**src/rtl/cpu_pkg.sv**
```systemverilog
// Shared CPU types and constants for the register file and its helpers.
package cpu_pkg;

   localparam int REG_ADDR_W = 5;
   localparam int REG_W      = 32;
   localparam int NREG       = 32;

   typedef logic [REG_ADDR_W-1:0] reg_addr_t;
   typedef logic [REG_W-1:0]      reg_data_t;

   localparam reg_addr_t REG_ZERO = 5'd0;

endpackage

```
**src/rtl/decoder5to32.sv**
```systemverilog
// One-hot decoder; produces an all-zero mask when disabled.
module decoder5to32
   import cpu_pkg::*;
(
   input  logic            en,
   input  reg_addr_t       addr,
   output logic [NREG-1:0] onehot
);

   always_comb begin
      onehot = '0;
      if (en) onehot[addr] = 1'b1;
   end

endmodule

```
**src/rtl/regfile_scoreboard.sv**
```systemverilog
// Architectural register file with write-back bypass and a pending-write
// scoreboard that flags registers still awaiting their result.
module regfile_scoreboard
   import cpu_pkg::reg_addr_t, cpu_pkg::REG_ZERO;
#(
   parameter int WIDTH = 32,
   parameter int NREG  = 32
)
(
   input  logic             clk,
   input  logic             reset_n,
   input  reg_addr_t        rd_addr_a,
   output logic [WIDTH-1:0] rd_data_a,
   output logic             rd_busy_a,
   input  reg_addr_t        rd_addr_b,
   output logic [WIDTH-1:0] rd_data_b,
   output logic             rd_busy_b,
   input  logic             issue_valid,
   input  reg_addr_t        issue_dest,
   output logic             issue_ready,
   input  logic             wb_valid,
   input  reg_addr_t        wb_addr,
   input  logic [WIDTH-1:0] wb_data,
   output logic [5:0]       pending_count
);

   logic [WIDTH-1:0] regs_q [NREG];
   logic [WIDTH-1:0] regs_d [NREG];
   logic [NREG-1:0]  pending_q, pending_d;
   logic [5:0]       count_q, count_d;
   logic [NREG-1:0]  wb_sel, iss_sel;
   logic             wb_en, iss_en, iss_inc, wb_dec;

   // Readiness looks only at the registered bitmap, never at this cycle's write-back.
   assign issue_ready = (issue_dest == REG_ZERO) || !pending_q[issue_dest];
   assign iss_en      = issue_valid && issue_ready && (issue_dest != REG_ZERO);
   assign wb_en       = wb_valid && (wb_addr != REG_ZERO);

   decoder5to32 u_wb_dec (
      .en     (wb_en),
      .addr   (wb_addr),
      .onehot (wb_sel)
   );

   decoder5to32 u_iss_dec (
      .en     (iss_en),
      .addr   (issue_dest),
      .onehot (iss_sel)
   );

   always_comb begin
      regs_d = regs_q;
      for (int i = 1; i < NREG; i++) begin
         if (wb_sel[i]) regs_d[i] = wb_data;
      end
   end

   // Set is applied after clear so a same-cycle reservation survives the write-back.
   always_comb begin
      pending_d    = (pending_q & ~wb_sel) | iss_sel;
      pending_d[0] = 1'b0;
      iss_inc      = |iss_sel;
      wb_dec       = |(wb_sel & pending_q);
      count_d      = count_q + {5'd0, iss_inc} - {5'd0, wb_dec};
   end

   always_ff @(posedge clk or negedge reset_n) begin
      if (!reset_n) begin
         regs_q    <= '{default: '0};
         pending_q <= '0;
         count_q   <= '0;
      end else begin
         regs_q    <= regs_d;
         pending_q <= pending_d;
         count_q   <= count_d;
      end
   end

   assign pending_count = count_q;

   always_comb begin
      rd_data_a = '0;
      rd_busy_a = 1'b0;
      if (rd_addr_a != REG_ZERO) begin
         if (wb_valid && (wb_addr == rd_addr_a)) begin
            rd_data_a = wb_data;
         end else begin
            rd_data_a = regs_q[rd_addr_a];
            rd_busy_a = pending_q[rd_addr_a];
         end
      end
   end

   always_comb begin
      rd_data_b = '0;
      rd_busy_b = 1'b0;
      if (rd_addr_b != REG_ZERO) begin
         if (wb_valid && (wb_addr == rd_addr_b)) begin
            rd_data_b = wb_data;
         end else begin
            rd_data_b = regs_q[rd_addr_b];
            rd_busy_b = pending_q[rd_addr_b];
         end
      end
   end

endmodule

```
**config.mk**
```make
export PLATFORM = sky130hd
export DESIGN_NAME = regfile_scoreboard
export DESIGN_NICKNAME = d
export VERILOG_FILES = /design/src/rtl/cpu_pkg.sv /design/src/rtl/decoder5to32.sv /design/src/rtl/regfile_scoreboard.sv
export SDC_FILE = /design/constraint.sdc
export NUM_CORES = 2
export LEC_CHECK = 0
export CAP_MARGIN = 0
export CORE_MARGIN = 5
export CORE_UTILIZATION = 44
export CTS_BUF_LIST = sky130_fd_sc_hd__clkbuf_16
export DETAILED_ROUTE_END_ITERATION = 7
export GPL_TIMING_DRIVEN = 0
export PLACE_DENSITY_LB_ADDON = 0.1
export SYNTH_ARGS = -nofsm -noshare
export SYNTH_HDL_FRONTEND = slang
export SYNTH_SLANG_ARGS = --single-unit
```
**constraint.sdc**
```tcl
create_clock -name clk -period 5.1 [get_ports clk]
set_input_delay 1.02 -clock clk [delete_from_list [all_inputs] [get_ports clk]]
set_output_delay 1.02 -clock clk [all_outputs]
set_load 0.05 [all_outputs]
```
==> run metrics <==
fin area 64500 sq um; Final HPWL DP 166000 um; worst path arrival time 4.16 ns; drt total wl 241000 um; global routing's busiest layer met2; Yosys reg bits 1029; CP endpoint kind output port; CP Max Fanout 10; RSZ-0062 raised after global routing no; Crit Path Class in2out; met2 Use GR 52.5%; placed insts 5780; Worst-Skew Late Latency 0.75 ns; Max-Slew Margin vs Limit -7.70%; power per standard cell area 397 nW/um^2; worst hold slack 0.228 ns; first-pass iteration count of the detailed router 8; die area 136000 sq um; Hold Crit Class in2async; post-route antenna net violation count 0; commonest non-fill, non-tap cell in the layout mux2_2; post-synthesis cell count 3994; GR Util All Layers 35.2%; Worst setup SP type input pin; average size of a mapped cell 14.2 sq um; clock slew at reported path FFs 0.05 ns; Vias 41.3k; Post-synth top flop dfrtp_1; Bufs on Longest Clock Path 3; Ys Warns 0; total CTS buffers 120; failing checks max-capacitance violations, max-slew violations, negative setup slack; Placer Congestion 0.991; achievable frequency 193 MHz; Final Hold Fails 0; Max Cap Viol 5; final worst slack -0.0789 ns; Worst EP required 4.08 ns; share of layout cells above drive strength 1 48.2%; placed inst area 60200 sq um; clk_skew 0.0209 ns; CTS Hold Bufs 0; drt via density 6.88; syn_nets 4057; htree depth 3; initial drt markers 5155; FFs w/ async S/R, synth 100%; Post-Syn Area 56800 sq um; outcome finished with violations; Port Buf Inserts 117; Area Growth Syn to Fin 13.6%; Die Wd 369 um; Synth cell types 69; CTS Sinks 1029; R2R setup slack 1.70 ns; met1 Resource Use GR 46.5%; Starting Density 44.4%; sequential fraction of the synthesis area 45.4%; drc violations 0; I/O pins 129; layout net count 4306; Finished Layout Cells 6000; Peak supply drop 0.280 mV; CTS tree yes; vias in the first global route 41.5k; Setup-failing EPs final 9; initial antenna violation count 8; core area 128000 sq um; pin slew with the least headroom to its limit 1.61 ns; Final min period 5.18 ns; M3 GR Usage 10.5%; Post-synth EDFFs 0; WL/cell 40.2 um; Tot Pwr 25.6 mW; Tcrit/Tclk final 102%; Root Buffer clkbuf_16; first-pass GRT wire length 336000 um; most frequent cells in the layout mux2_2 (1078), dfrtp_1 (1029), mux4_2 (442), buf_2 (134), nor2_1 (128); leakage power 27.6 nW; Pins Over Slew Limit 33; total grt overflow 0; Rows 131; Die Y 369 um; pin count of the biggest net entering global routing 176
-- worst max-delay path: stages --
cell and delay, ns:
clkdlybuf4s50_1 0.61, buf_2 0.33, o31ai_4 0.57, buf_2 0.54, o221ai_1 0.28, nor3_4 0.36, clkdlybuf4s18_2 0.43
-- logic make-up after synthesis --
logic type	synth area share, %
muxes	41.1
DFF	45.4
AOI/OAI and AO/OA	5.83
buffers and inverters	3.94
and+or+nand+nor	3.39
xor gates and xnor gates	0.231
adders and majority gates	0.167
-- path summary, 6_finish.rpt --
| path | to | startpoint | cells after the start |
|---|---|---|---|
| max reg2reg | pending_count[4] | pending_q[7] | 14 |
| min reg2reg | pending_count[0] | pending_count[0] | 1 |
| min in group clk | pending_count[0] | pending_count[0] | 1 |
| max | rd_data_b[21] | wb_addr[4] | 7 |
| max in group asynchronous | regs_q[266] | reset_n | 3 |
| min | pending_count[5] | reset_n | 1 |
-- what timing repair did --
action	4_1_cts	5_1_grt
gates resized for setup	405	45
buffers inserted	7	2
pin swaps	6	1
endpoints found under the setup margin	67	44
-- metal layers --
layer | part of all wire [%] | vias to the layer above
met5 | 0.073 | -
met4 | 6.8 | 8
met3 | 10 | 728
met2 | 44 | 2501
met1 | 39 | 22100
li1 | - | 16000
-- area by class of cell --
type	count	area [sq um]
Clock inverter	88	498
Antenna cell	6	15.0
Buffer	415	2470
Inverter	26	97.6
Tap cell	1662	2080
Fill cell	11300	63300
Timing Repair Buffer	135	1450
Sequential cell	1029	25700
Clock buffer	123	3080
Multi-Input combinational cell	2516	29100
-- metrics by stage --
stage	worst slack (ns)	TNS, ns	utilization [%]
floorplan	0.670	0	-
global placement	-46.42	-	47.0
detailed placement	-2.32	-103.33	47.1
CTS	0.000353	0	50.4
global route	0.00324	0	50.4
finish	-0.0789	-0.354	50.4
-- flip-flops by register name, indices dropped and copies added (netlist names) --
register       count
pending_count      6
pending_q         31
regs_q           992
-- Yosys cell counts (15+ instances only) --
cell      count  area, sq um
nand2_1      77          289
a22o_1       32          280
clkbuf_1    174          653
o22ai_1      35          219
mux2_2     1078        12100
nand3_1      15         75.1
mux2i_1      86          861
a22oi_1      31          233
a32o_1       26          260
a32oi_1      22          193
nor2b_1      24          150
buf_4        50          375
inv_1        24         90.1
nor3_1       45          225
mux4_2      442         9950
a21oi_1      81          405
nor2_1      136          510
buf_1        22         82.6
mux2_1       33          372
o211ai_1     21          158
o221ai_1     32          280
o21ai_0      65          325
a211oi_1     33          248
buf_2       161          806
a221oi_1     36          315
and2_1       26          163
dfrtp_1    1029        25700
nand2b_1     16          100
-- power by group --
| part | internal [mW] | switching (mW) | total, mW |
|---|---|---|---|
| clock network | 4.46 | 3.69 | 8.15 |
| logic | 3.33 | 3.01 | 6.33 |
| registers | 9.81 | 1.33 | 11.1 |
| total | 17.6 | 8.03 | 25.6 |
(Power assumes the default switching activity.)
